[src/rtl/dfb_pkg.sv]
// Shared definitions for the dfb audio stream buffers.
package dfb_pkg;

  localparam int AUDIO_W = 24;

  // Occupancy counter must represent 0..depth inclusive.
  function automatic int cnt_w(input int depth);
    return $clog2(depth + 1);
  endfunction

endpackage

[src/rtl/dfb_fifo_ptr.sv]
// Wrapping read/write pointers and occupancy count for a power-of-two FIFO.
module dfb_fifo_ptr
  import dfb_pkg::*;
#(
  parameter int DEPTH = 4
) (
  input  logic                       clk,
  input  logic                       rst,
  input  logic                       i_clr,
  input  logic                       i_push,
  input  logic                       i_pop,
  output logic [$clog2(DEPTH)-1:0]   o_wr_ptr,
  output logic [$clog2(DEPTH)-1:0]   o_rd_ptr,
  output logic [cnt_w(DEPTH)-1:0]    o_count,
  output logic                       o_full,
  output logic                       o_empty
);

  localparam int PTR_W = $clog2(DEPTH);
  localparam int CNT_W = cnt_w(DEPTH);

  logic [PTR_W-1:0] r_wr_ptr;
  logic [PTR_W-1:0] r_rd_ptr;
  logic [CNT_W-1:0] r_count;

  // Pointers wrap for free because DEPTH is a power of two.
  always_ff @(posedge clk) begin
    if (rst || i_clr) begin
      r_wr_ptr <= '0;
      r_rd_ptr <= '0;
      r_count  <= '0;
    end else begin
      if (i_push) r_wr_ptr <= r_wr_ptr + PTR_W'(1);
      if (i_pop)  r_rd_ptr <= r_rd_ptr + PTR_W'(1);
      if (i_push && !i_pop)      r_count <= r_count + CNT_W'(1);
      else if (i_pop && !i_push) r_count <= r_count - CNT_W'(1);
    end
  end

  assign o_wr_ptr = r_wr_ptr;
  assign o_rd_ptr = r_rd_ptr;
  assign o_count  = r_count;
  assign o_full   = (r_count == CNT_W'(DEPTH));
  assign o_empty  = (r_count == '0);

endmodule

[src/rtl/dfb_fifo.sv]
// Elastic valid/ready buffer for tagged audio samples, with occupancy and almost-full status.
module dfb_fifo
  import dfb_pkg::*;
#(
  parameter int DATA_W   = AUDIO_W,
  parameter int CH_W     = 1,
  parameter int DEPTH    = 4,
  parameter int AFULL_TH = 3
) (
  input  logic                     clk,
  input  logic                     rst,
  input  logic                     flush,
  input  logic                     i_valid,
  output logic                     o_ready,
  input  logic [DATA_W-1:0]        i_data,
  input  logic [CH_W-1:0]          i_chan,
  output logic                     o_valid,
  input  logic                     i_ready,
  output logic [DATA_W-1:0]        o_data,
  output logic [CH_W-1:0]          o_chan,
  output logic [cnt_w(DEPTH)-1:0]  o_count,
  output logic                     o_afull
);

  localparam int PTR_W = $clog2(DEPTH);
  localparam int CNT_W = cnt_w(DEPTH);

  typedef struct packed {
    logic [CH_W-1:0]   chan;
    logic [DATA_W-1:0] data;
  } entry_t;

  entry_t           r_mem [DEPTH];
  logic             r_rst_q;
  logic [PTR_W-1:0] w_wr_ptr;
  logic [PTR_W-1:0] w_rd_ptr;
  logic [CNT_W-1:0] w_count;
  logic             w_full;
  logic             w_empty;
  logic             w_push;
  logic             w_pop;
  entry_t           w_head;

  assign w_push = i_valid && o_ready;
  assign w_pop  = o_valid && i_ready;

  dfb_fifo_ptr #(.DEPTH(DEPTH)) u_ptr (
    .clk      (clk),
    .rst      (rst),
    .i_clr    (flush),
    .i_push   (w_push),
    .i_pop    (w_pop),
    .o_wr_ptr (w_wr_ptr),
    .o_rd_ptr (w_rd_ptr),
    .o_count  (w_count),
    .o_full   (w_full),
    .o_empty  (w_empty)
  );

  // Holds o_ready low for the cycle following a reset edge.
  always_ff @(posedge clk) begin
    r_rst_q <= rst;
  end

  always_ff @(posedge clk) begin
    if (w_push && !rst && !flush) r_mem[w_wr_ptr] <= {i_chan, i_data};
  end

  assign w_head  = r_mem[w_rd_ptr];
  assign o_ready = !r_rst_q && !w_full;
  assign o_valid = !w_empty;
  assign o_data  = w_head.data;
  assign o_chan  = w_head.chan;
  assign o_count = w_count;
  assign o_afull = (w_count >= CNT_W'(AFULL_TH));

endmodule

[config.mk]
export PLATFORM = sky130hd
export DESIGN_NAME = dfb_fifo
export DESIGN_NICKNAME = d
export VERILOG_FILES = /design/src/rtl/dfb_pkg.sv /design/src/rtl/dfb_fifo_ptr.sv /design/src/rtl/dfb_fifo.sv
export SDC_FILE = /design/constraint.sdc
export NUM_CORES = 1
export LEC_CHECK = 0
export CORE_ASPECT_RATIO = 1.2
export CORE_MARGIN = 5
export CORE_UTILIZATION = 53
export CTS_CLUSTER_SIZE = 14
export DETAILED_ROUTE_END_ITERATION = 10
export GPL_ROUTABILITY_DRIVEN = 0
export GPL_TIMING_DRIVEN = 0
export PLACE_DENSITY = 0.82
export RECOVER_POWER = 100
export SYNTH_ARGS = -nofsm -noshare
export SYNTH_HDL_FRONTEND = slang
export SYNTH_SLANG_ARGS = --single-unit
[constraint.sdc]
create_clock -name clk -period 2.84 [get_ports clk]
set_input_delay 0.568 -clock clk [delete_from_list [all_inputs] [get_ports clk]]
set_output_delay 0.568 -clock clk [all_outputs]
set_load 0.01 [all_outputs]
==> results of run 1 <==
[registers in the layout, indices dropped and copies added (netlist names), named ones only]
signal / cells
r_rst_q: 1
u_ptr.o_rd_ptr: 2
u_ptr.o_wr_ptr: 2
r_mem: 100
u_ptr.o_count: 3
[cells by family after synthesis]
logic type,share of synthesized area
AOI/OAI and AO/OA,0.0161
xor gates and xnor gates,0.00837
adders and majority gates,0.0197
buffers and inverters,0.0194
DFF,0.766
muxes,0.141
and+or+nand+nor,0.0302
[tightest hold or removal path, stage by stage, from the launching register on]
cell,delay (ps)
dfxtp_1,350
o21ai_1,80
a21oi_1,60
[worst max-delay path by stage]
stage | startpoint | to | slack [ps]
after CTS | register | o_data[1] | 190
after global routing | register | o_data[1] | 90
after detailed placement | i_valid | r_mem[1][13] | -40
final | register | o_data[1] | 230
after global placement | i_valid | r_mem[0][10] | -20
after floorplan | u_ptr.o_count[0] | u_ptr.o_count[2] | 760
[per-stage QoR]
| stage | utilization | setup WS, ps | TNS (ps) | power, uW |
|---|---|---|---|---|
| after floorplan | - | 760 | 0 | 1920 |
| after global placement | 0.636 | -21.3 | -1030 | 2020 |
| after detailed placement | 0.636 | -40.0 | -2470 | 2030 |
| after CTS | 0.659 | 190 | 0 | 2880 |
| after global routing | 0.657 | 89.4 | 0 | 2950 |
| final | 0.657 | 227 | 0 | 2830 |
[cell type report]
cell class / instances / area (um2)
Clock inverter: 5 / 51.3
Timing Repair Buffer: 60 / 601
Multi-Input combinational cell: 66 / 886
Clock buffer: 10 / 128
Buffer: 7 / 70.1
Sequential cell: 110 / 3200
Tap cell: 92 / 115
Inverter: 3 / 11.3
Fill cell: 523 / 2640
[per-layer routing]
layer / global-route usage / up-vias / wire length (um)
met3: 0.0427 / 8 / 296
met2: 0.257 / 53 / 3700
met4: 0.0566 / 0 / 76
met5: 0 / - / 0
met1: 0.175 / 989 / 2650
li1: - / 901 / -
[synth_stat cells, types with 2 or more instances]
cell,instances,area share
nand3_1,2,0.0024
o21ai_1,2,0.0024
a21oi_1,3,0.0036
ha_1,5,0.015
and3_1,4,0.0060
dfxtp_1,10,0.048
buf_2,2,0.0024
inv_1,3,0.0027
xor2_1,4,0.0084
buf_12,2,0.0096
mux4_2,21,0.11
or3_1,2,0.0030
mux4_1,4,0.025
nor2_1,7,0.0063
edfxtp_1,100,0.72
[power by group through the flow]
stage | Combinational (uW) | Clock (uW) | Sequential, uW
6_report | 187 | 854 | 1790
5_1_grt | 202 | 953 | 1790
4_1_cts | 204 | 881 | 1790
3_5_place_dp | 203 | 0 | 1830
3_3_place_gp | 197 | 0 | 1830
2_1_floorplan | 89.3 | 0 | 1830
==> impl_results.md, run 1 <==
- Worst Path Buf+Inv: 3
- Leakage: 0.00166 uW
- Area post-placement: 4900 um2
- Fin crit share: 0.920
- Initial Util: 0.543
- Min-Delay Path Class: register to register
- Int Pwr: 2280 uW
- Count of input and output buffers: 60
- Fraction of layout cells with a size suffix above 1: 0.161
- Final setup vio count: 0
- Final Hold Vio Count: 0
- Most frequent cells in the layout: edfxtp_1 (100), dlygate4sd3_1 (37), clkdlybuf4s50_1 (23)
- Largest net degree at the start of global routing: 26
- R2r endpoint: r_mem[1][15]
- Wire per inst: 19.1 um
- Pwr/cell area: 559 nW/um2
- HP Start: u_ptr.o_wr_ptr[0]
- Post-synth EDFFs: 100
- Clk pwr share: 0.302
- Worst skew pair latency: 350 ps
- Cts bufs inserted: 9
- Syn Std Cell Area: 4180 um2
- Final HPWL DP: 4430 um
- RR Startpoint: u_ptr.o_count[0]
- CTS tree: yes
- First-pass GRT wire length: 10800 um
- Ant diodes: 0
- Reg power frac: 0.632
- Netlist cell types: 30
- Synth warn: 0
- Final Critical Period: 2610 ps
- CTS Hold Bufs: 0
- Final ANT Viol Nets: 0
- TritonRoute pass-1 iters: 4
- # DRC: 0
- Vias in the first global route: 2072
- WP depth: 4
- Initial antenna violation count: 0
- Synth Instances: 186
- RSZ-0062 raised after global routing: false
- Row count: 35
- CP Launch Type: register
- Clk slew on worst S/H paths: 90 ps
- Crit end category: output pin
- P_sw: 548 uW
- Logic pwr share: 0.066
- Worst path most repeated cell: clkbuf_2
- Via count: 1951
- Worst rel slew slack: 0.138
- Worst-margin pin slew: 1290 ps
- Status: completed
- Critical Path RT: 2270 ps
- Reg2reg path depth: 3
- Total die area: 9780 um2
- Final cell count without fillers: 353
- Critical-path maximum fanout: 10
- Sw frac: 0.194
- GR Util All Layers: 0.148
- CTS sink cnt: 110
- Final net count: 293
- Area Overhead vs Synth: 21.1%
- Via density: 5.53
- Final slew viol count: 0
- Post-Syn Nets: 222
- VDD IR max: 0.394 mV
- Max Cap Viol: 0
- Critical path class: register to output pin
- Grt total ovfl: 0
- Die Span Y: 107 um
- Placed cells: 338
- Asr flop ratio synth: 0
- CP top delay family: buffers and inverters
- Synth Flop Type: edfxtp_1
- WHS Path Cells: 2
- CP max stage delay: 500 ps
- Most common cell after layout, fill and taps aside: edfxtp_1
- Min-Delay Endpoint: u_ptr.o_wr_ptr[0]
- Htree depth: 3
- Clock Tree Root: clkbuf_8
- Post-CTS Setup Repair Bufs: 0
- Syn avg cell area: 22.5 um2
- CORE AREA: 7710 um2
- R2R setup slack: 350 ps
- CP max-delay cell: clkdlybuf4s50_1
- Initial drt markers: 94
- Die X: 91.1 um
- Arrival time worst endpoint: 2040 ps
- IO Count: 61
- Post-CTS resize count: 0
- Longest Clk Path Bufs: 2
- Max Fclk: 383 MHz
- Final WL: 6730 um
- Max Clock Skew: 6.73 ps
- Flops & latches, synth: 110
- Cell chain of the critical path: clkbuf_2 -> clkbuf_2 -> mux4_2 -> clkdlybuf4s50_1
- Post-route cell area: 5060 um2
- Register area share after synthesis: 0.766
- Fin Hold WS: 529 ps
Note: power is estimated with default switching activity, not from simulation.
==> run 2, diff against run 1 <==
--- a/config.mk
+++ b/config.mk
@@ -5,6 +5,7 @@
 export SDC_FILE = /design/constraint.sdc
 export NUM_CORES = 1
 export LEC_CHECK = 0
+export CAP_MARGIN = 15
 export CORE_ASPECT_RATIO = 1.2
 export CORE_MARGIN = 5
 export CORE_UTILIZATION = 53
@@ -12,8 +13,10 @@
 export DETAILED_ROUTE_END_ITERATION = 10
 export GPL_ROUTABILITY_DRIVEN = 0
 export GPL_TIMING_DRIVEN = 0
+export HOLD_SLACK_MARGIN = 0.02
 export PLACE_DENSITY = 0.82
 export RECOVER_POWER = 100
+export SKIP_CTS_REPAIR_TIMING = 1
 export SYNTH_ARGS = -nofsm -noshare
 export SYNTH_HDL_FRONTEND = slang
 export SYNTH_SLANG_ARGS = --single-unit
==> run 2 against run 1 <==
Effect of this change: global-route usage is essentially flat; design area rose by 1.4%; largest power group unchanged; critical path depth is the same; combinational power about the same; sequential power hardly changed; worst hold slack got worse by 1.2 ps; clock skew rose by 3.7 ps; maximum frequency is 0.41% lower; largest cell class unchanged; sequential share of layout area shrank 0.86 points; clock power up 21%; flip-flop and latch count unchanged; utilization increased by 0.91 points.
==> impl_results.md, run 2 (same netlist as run 1, synthesis figures left out) <==
- Status: completed
- IO Count: 61
- Initial Util: 0.543
- Die X: 91.1 um
- P_sw: 606 uW
- R2R setup slack: 360 ps
- Fin Hold WS: 528 ps
- Final WL: 6800 um
- Critical-path maximum fanout: 10
- Arrival time worst endpoint: 2060 ps
- CTS tree: yes
- Logic pwr share: 0.062
- Grt total ovfl: 0
- Wire per inst: 19.0 um
- Vias in the first global route: 2085
- Final Hold Vio Count: 0
- Clk pwr share: 0.342
- Met1 Usage GRT: 0.189
- VDD IR max: 0.361 mV
- Most common cell after layout, fill and taps aside: edfxtp_1
- Int Pwr: 2400 uW
- Count of input and output buffers: 60
- First-pass GRT wire length: 11000 um
- Ant diodes: 0
- Max reg flops: 100
- # DRC: 0
- Final ANT Viol Nets: 0
- RR Startpoint: u_ptr.o_count[0]
- Cts bufs inserted: 9
- Via density: 5.48
- Most frequent cells in the layout: edfxtp_1 (100), dlygate4sd3_1 (37), clkdlybuf4s50_1 (23)
- Final HPWL DP: 4740 um
- Area Overhead vs Synth: 22.7%
- Reg2reg path depth: 4
- Critical path class: register to output pin
- Worst rel slew slack: 0.540
- Final setup vio count: 0
- Reg power frac: 0.596
- Die Span Y: 107 um
- Fillers: 519
- Area post-placement: 5000 um2
- GR Util All Layers: 0.148
- CTS sink cnt: 110
- Most flops, register: r_mem
- Row count: 35
- Worst-margin pin slew: 689 ps
- Initial drt markers: 144
- Largest net degree at the start of global routing: 20
- Worst slack, placed: 178 ps
- Longest Clk Path Bufs: 2
- Post-route setup TNS: 0 ps
- Max Cap Viol: 0
- Fin crit share: 0.924
- TritonRoute pass-1 iters: 5
- Final slew viol count: 0
- Via count: 1961
- Fraction of layout cells with a size suffix above 1: 0.184
- Crit end category: output pin
- Critical Path RT: 2270 ps
- Leakage: 0.00170 uW
- Final net count: 297
- CORE AREA: 7710 um2
- Sw frac: 0.202
- M3 GR Usage: 0.0315
- Pwr/cell area: 585 nW/um2
- Max Clock Skew: 10.4 ps
- RSZ-0062 raised after global routing: false
- Clk slew on worst S/H paths: 90 ps
- Final Critical Period: 2620 ps
- PnR worst setup slack: 216 ps
- CP Capture Point: o_data[1]
- Worst skew pair latency: 350 ps
- Initial antenna violation count: 0
- Max Fclk: 381 MHz
- Met2 Usage GRT: 0.251
- Min-Delay Path Class: register to register
- Post-route cell area: 5130 um2
- R2r endpoint: r_mem[1][17]
- GR peak layer: met2
- Htree depth: 3
- CP Launch Type: register
- Total die area: 9780 um2
- Clock Tree Root: clkbuf_8
## run 2: final cells by class
cell class	count	area, um2	area share
buffer	7	70.1	0.0136
clock buffer	9	124	0.0241
clock inverter	7	105	0.0205
inverter	3	11.3	0.00219
multi-input combinational	66	886	0.173
sequential	110	3200	0.624
tap	92	115	0.0224
timing repair buffer	64	621	0.121
## run 2: metrics by stage
step                 util  total power (uW)  std cells
floorplan               -              1920        186
global placement    0.636              2020        338
detailed placement  0.648              2030        342
CTS                 0.678              3040        358
global route        0.666              3110        358
finish              0.666              3000        358
## run 2: worst max-delay path, stage by stage (launching register included)
cell and delay, ps:
dfxtp_1 310, clkbuf_2 200, clkbuf_2 330, mux4_2 370, clkdlybuf4s50_1 500
## run 2: worst min-delay path by stage
stage                       from           endpoint  depth (start not counted)
3_5_place_dp   u_ptr.o_rd_ptr[1]  u_ptr.o_rd_ptr[1]                          2
2_1_floorplan  u_ptr.o_rd_ptr[1]           register                          2
5_1_grt        u_ptr.o_rd_ptr[1]           register                          2
6_report       u_ptr.o_wr_ptr[0]  u_ptr.o_wr_ptr[0]                          2
4_1_cts        u_ptr.o_wr_ptr[0]  u_ptr.o_wr_ptr[0]                          2
3_3_place_gp   u_ptr.o_rd_ptr[1]  u_ptr.o_rd_ptr[1]                          2
## run 2: power by group through the flow
| stage | combinational (uW) | sequential (uW) | clock (uW) |
|---|---|---|---|
| 3_5_place_dp | 205 | 1830 | 0 |
| 2_1_floorplan | 89.3 | 1830 | 0 |
| 5_1_grt | 203 | 1790 | 1120 |
| 3_3_place_gp | 197 | 1830 | 0 |
| 4_1_cts | 206 | 1790 | 1040 |
| 6_report | 187 | 1790 | 1030 |
## run 2: layer usage
layer,vias up,share of wire
met5,-,0
met3,12,0.048
met2,58,0.52
met1,973,0.41
met4,0,0.018
li1,918,-
